`src/rtl/wb_stage.sv`:
```
// wb_stage: writeback stage selecting ALU/load/pc+4 results and pulsing the register-file write port
module wb_stage #(
  parameter int XLEN = 32
) (
  input  logic            clk,
  input  logic            rst_n,
  input  logic            flush,
  input  logic            in_valid,
  output logic            in_ready,
  input  logic [XLEN-1:0] pc,
  input  logic [XLEN-1:0] alu_out,
  input  logic [1:0]      wb_sel,
  input  logic            reg_wen,
  input  logic [4:0]      rd,
  input  logic [2:0]      funct3,
  input  logic            mem_rvalid,
  input  logic [XLEN-1:0] mem_rdata,
  output logic            rf_we,
  output logic [4:0]      rf_waddr,
  output logic [XLEN-1:0] rf_wdata,
  output logic            load_err
);
  localparam logic [1:0] WB_ALU = 2'd0;
  localparam logic [1:0] WB_MEM = 2'd1;
  localparam logic [1:0] WB_PC4 = 2'd2;
  localparam logic [1:0] IDLE = 2'd0;
  localparam logic [1:0] WAIT_MEM = 2'd1;
  localparam logic [1:0] WRITE = 2'd2;
  logic [1:0] state;
  logic [4:0] ld_rd;
  logic ld_wen;
  logic [2:0] ld_f3;
  logic [1:0] ld_off;
  logic accept, is_load, resp, ld_err;
  logic [XLEN-1:0] shifted, ld_data, alu_data;
  logic [7:0] byte_v;
  logic [15:0] half_v;
  assign in_ready = state != WAIT_MEM;
  assign accept = in_valid & in_ready & ~flush;
  assign is_load = wb_sel == WB_MEM;
  assign resp = (state == WAIT_MEM) & mem_rvalid & ~flush;
  assign alu_data = wb_sel == WB_PC4 ? pc + 32'd4 : alu_out;
  assign shifted = mem_rdata >> {ld_off, 3'b000};
  assign byte_v = shifted[7:0];
  assign half_v = ld_off[1] ? mem_rdata[31:16] : mem_rdata[15:0];
  // funct3[2] selects zero extension (LBU/LHU)
  assign ld_data = ld_f3[1:0] == 2'b00 ? {{24{~ld_f3[2] & byte_v[7]}}, byte_v}
                 : ld_f3[1:0] == 2'b01 ? {{16{~ld_f3[2] & half_v[15]}}, half_v}
                 : mem_rdata;
  assign ld_err = ld_f3 == 3'b011 || ld_f3[2:1] == 2'b11
               || (ld_f3[1:0] == 2'b01 && ld_off[0])
               || (ld_f3 == 3'b010 && ld_off != 2'b00);
  always_ff @(posedge clk or negedge rst_n) begin
    if (!rst_n) begin
      state <= IDLE;
      rf_we <= 1'b0;
      rf_waddr <= '0;
      rf_wdata <= '0;
      load_err <= 1'b0;
      ld_rd <= '0;
      ld_wen <= 1'b0;
      ld_f3 <= '0;
      ld_off <= '0;
    end else begin
      rf_we <= 1'b0;
      load_err <= 1'b0;
      state <= flush ? IDLE : accept ? (is_load ? WAIT_MEM : WRITE)
             : resp ? WRITE : state == WAIT_MEM ? WAIT_MEM : IDLE;
      if (accept) begin
        ld_rd <= rd;
        ld_wen <= reg_wen;
        ld_f3 <= funct3;
        ld_off <= alu_out[1:0];
      end
      if (accept && !is_load && reg_wen && rd != 5'd0) begin
        rf_we <= 1'b1;
        rf_waddr <= rd;
        rf_wdata <= alu_data;
      end
      if (resp) begin
        load_err <= ld_err;
        if (!ld_err && ld_wen && ld_rd != 5'd0) begin
          rf_we <= 1'b1;
          rf_waddr <= ld_rd;
          rf_wdata <= ld_data;
        end
      end
    end
  end
endmodule
```
`config.mk`:
```
export PLATFORM = sky130hd
export DESIGN_NAME = wb_stage
export DESIGN_NICKNAME = d
export VERILOG_FILES = /design/src/rtl/wb_stage.sv
export SDC_FILE = /design/constraint.sdc
export NUM_CORES = 1
export LEC_CHECK = 0
export CAP_MARGIN = 15
export CORE_MARGIN = 2
export CORE_UTILIZATION = 44
export CTS_CLUSTER_SIZE = 14
export DETAILED_ROUTE_END_ITERATION = 16
export PLACE_DENSITY_LB_ADDON = 0.1
export SYNTH_ARGS = -nofsm -noshare
export SYNTH_HDL_FRONTEND = slang
export SYNTH_SLANG_ARGS = --single-unit
```
`constraint.sdc`:
```
create_clock -name clk -period 2.77 [get_ports clk]
set_clock_uncertainty 0.15 [all_clocks]
set_input_delay 0.4155 -clock clk [delete_from_list [all_inputs] [get_ports clk]]
set_output_delay 0.4155 -clock clk [all_outputs]
set_load 0.05 [all_outputs]
```
==> flow_summary.yaml, run 1 <==
routing:
  viasPerCell: 6.04
  postRouteAntennaNets: 0
  drt_iter0_drc: 409
  post_drt_wl_per_cell_um: 18.9
  drc: 0
  routed_wl_mm: 14.1
  drt_first_pass_iters: 5
  vias: 4520
die:
  die_x_um: 97.0
  core_sq_um: 8300
  die_area_sq_um: 9410
  rows: 33
  start_util_pct: 45.8
  dieHeight_um: 97.0
  io-pin-count: 152
clock_network:
  h-tree-depth: 2
  cts_buffers: 5
  post_cts_buffers: 0
  ctsResizeCount: 0
  clk_pin_slew_ns: 0.11
  cts_tree: "yes"
  clockBufferDepth: 2
  cts.root.buffer_cell: "clkbuf_8"
  holdBufCountCts: 0
  insertion_delay_ns: 0.32
  clock-sinks: 52
worst_setup_path:
  startpoint: "mem_rdata[23]"
  cp.required_ns: 2.80
  cp_top_family: "compound AO/OA/AOI/OAI gates"
  slowest_delay_ns: 0.50
  reg2reg_from: "ld_off[0]"
  crit_slowest_cell: "mux4_2"
  critPathKind: "input pin to register"
  crit_buf_inv: 2
  start_kind: "input pin"
  worstSetupEndpointType: "register"
  cp_data_arrival_time_ns: 2.60
  crit_chain: "clkdlybuf4s50_1 -> mux4_2 -> nor2b_1 -> a2111o_1 -> or2_1 -> buf_12 -> a21oi_1 -> a41oi_1"
  crit_fanout: 16
power:
  leakage_nw: 2.22
  total_power_mw: 3.20
  powerDensity_nw_per_um2: 557
  ir_drop_mv: 0.333
final_layout:
  num-fill-cells: 687
  drive_gt1_share_pct: 10.9
  syn2layout_area_growth_pct: 50.9
  diodes: 0
  regArea_sq_um: 1300
  nets: 755
  multi_input_area_sq_um: 2350
flow_run:
  cap_violations: 0
global_routing:
  grt_use_met1_pct: 40.6
  overflow: 0
  grt_max_degree: 53
  grt_pass1_vias: 4290
  grt_antenna_before_repair: 0
  met3_usage_pct: 7.08
  grt_pass1_wl_mm: 22.4
  grt.busiest_layer: "met2"
  use_met2_pct: 47.6
  grt_usage_pct: 29.4
synthesis:
  async_flop_share_pct: 100
  syn-num-nets: 591
  syn-cell-area_sq_um: 3800
  yosysUniqueCellTypes: 46
  ys_warn_count: 0
  synth-edff-count: 0
  ys.flop_type: "dfrtp_1"
  yosys_register_bits: 52
  synth.avg_cell_area_sq_um: 7.96
  yosysSeqAreaShare_pct: 34.2
  syn-instance-count: 478
placement:
  io_buffers: 151
  gp_congestion: 0.912
  place_hpwl_mm: 10.9
sta:
  rsz0062_at_grt: "false"
  post-route-period-util_pct: 92.6
  period_minus_slack_ns: 2.57
  hold_viol: 0
  relSlewSlack_pct: 53.9
  timing.fmax_mhz: 390
  setup_viol: 0
  finalSetupTns_ns: 0
  whs_ns: 0.0534
  final_max_slew_viol_count: 0
  worstMarginPinSlew_ns: 0.692
hold_path:
  hold_class: "input pin to async pin"
outcome:
  status: "complete, no violations"
==> Yosys cell counts (2+ instances only) <==
cell type | number | share of area, %
a221oi_1 | 2 | 0.46
buf_2 | 2 | 0.26
a21oi_1 | 63 | 8.3
nor3_1 | 8 | 1.1
or3_1 | 5 | 0.82
nand3_1 | 36 | 4.7
o21ai_0 | 16 | 2.1
dfrtp_1 | 52 | 34
xnor2_1 | 18 | 4.1
nor2b_1 | 4 | 0.66
nand4_1 | 11 | 1.8
a41oi_1 | 9 | 2.1
nand3b_1 | 2 | 0.39
clkbuf_1 | 30 | 3.0
a31oi_1 | 12 | 2.0
o211ai_1 | 2 | 0.39
and3_1 | 10 | 1.6
xor2_1 | 7 | 1.6
a311oi_1 | 2 | 0.46
and2_1 | 4 | 0.66
mux2_2 | 11 | 3.3
mux4_2 | 8 | 4.7
a32oi_1 | 9 | 2.1
nand2_1 | 79 | 7.8
nor4_1 | 4 | 0.66
nor2_1 | 31 | 3.1
a211oi_1 | 5 | 0.99
nand2b_1 | 5 | 0.82
a2111o_1 | 2 | 0.59
o22ai_1 | 8 | 1.3
inv_1 | 4 | 0.39
a22oi_1 | 3 | 0.59
==> power by group <==
part           total, mW  switching [mW]  internal, mW
Combinational       1.56           0.925         0.639
Sequential          1.07           0.144         0.924
Clock              0.567           0.271         0.296
==> cell type report <==
class                           count  share of cell area [%]
Inverter                            5                   0.327
Clock inverter                      2                   0.675
Clock buffer                        6                    1.44
Multi-Input combinational cell    387                    40.9
Sequential cell                    52                    22.7
Tap cell                          105                    2.29
Timing Repair Buffer              191                    31.7
==> cells in the final DEF, fill, tap and decap left out, types with 9 or more instances in the layout <==
| cell | Yosys | layout |
|---|---|---|
| a32oi_1 | 9 | 9 |
| xnor2_1 | 18 | 18 |
| buf_4 | 0 | 39 |
| dfrtp_1 | 52 | 52 |
| a41oi_1 | 9 | 9 |
| nand2_1 | 79 | 79 |
| and3_1 | 10 | 10 |
| nand3_1 | 36 | 36 |
| a31oi_1 | 12 | 12 |
| o21ai_0 | 16 | 16 |
| clkdlybuf4s50_1 | 0 | 150 |
| a21oi_1 | 63 | 63 |
| mux2_2 | 11 | 11 |
| nor2_1 | 31 | 31 |
| nand4_1 | 11 | 11 |
==> final timing paths <==
check	slack, ns	to	cells past startpoint
worst min-delay path	0.05	rf_waddr[3]	2
min in group clk	0.35	rf_waddr[4]	2
worst max-delay path	0.20	rf_wdata[23]	8
worst max register to register	0.28	rf_wdata[23]	7
max in group asynchronous	1.94	rf_wdata[28]	2
worst min register to register	0.35	rf_waddr[4]	2
==> cell families (layout without fill, tap and decap cells) <==
group | Yosys count | after routing | synth area share, %
multiplexers | 20 | 20 | 8.25
buffers and inverters | 39 | 204 | 4.14
XOR/XNOR | 25 | 25 | 5.75
flip-flops | 52 | 52 | 34.2
adder cells (fa/ha/maj) | 1 | 1 | 0.329
AO/OA/AOI/OAI | 136 | 136 | 22.0
AND/OR/NAND/NOR | 205 | 205 | 25.3
==> per-layer routing <==
layer / up-vias / routed length, um
li1: 2085 / -
met1: 2154 / 5890
met2: 262 / 6650
met3: 19 / 1350
met4: 0 / 212
met5: - / 0
==> worst reg2reg max path, stage by stage, from the launching register on <==
cell	delay [ns]
dfrtp_1	0.42
mux4_2	0.54
nor2b_1	0.17
a2111o_1	0.43
or2_1	0.27
buf_12	0.16
a21oi_1	0.14
a41oi_1	0.07
==> state kept, by name (all words and copies together) (netlist names) <==
register	count
rf_we	1
ld_f3	3
load_err	1
ld_rd	5
ld_off	2
ld_wen	1
rf_waddr	5
state	2
rf_wdata	32
==> per-stage QoR <==
step	setup slack, ns	cell area (sq um)	utilization [%]	std cells
after floorplan	0.229	3800	-	478
after global placement	-0.0192	5620	67.7	740
after detailed placement	-0.0693	5620	67.7	740
after CTS	0.236	5740	69.2	748
after global routing	0.178	5740	69.2	748
final	0.204	5740	69.2	748
No activity file was read; power rests on OpenSTA's default activity.
==> run 2: changes to the inputs <==
CTS_CLUSTER_SIZE = default   (was 14)
==> results of run 2 <==
Final layout, timing and power as in run 1 (identical DEF).
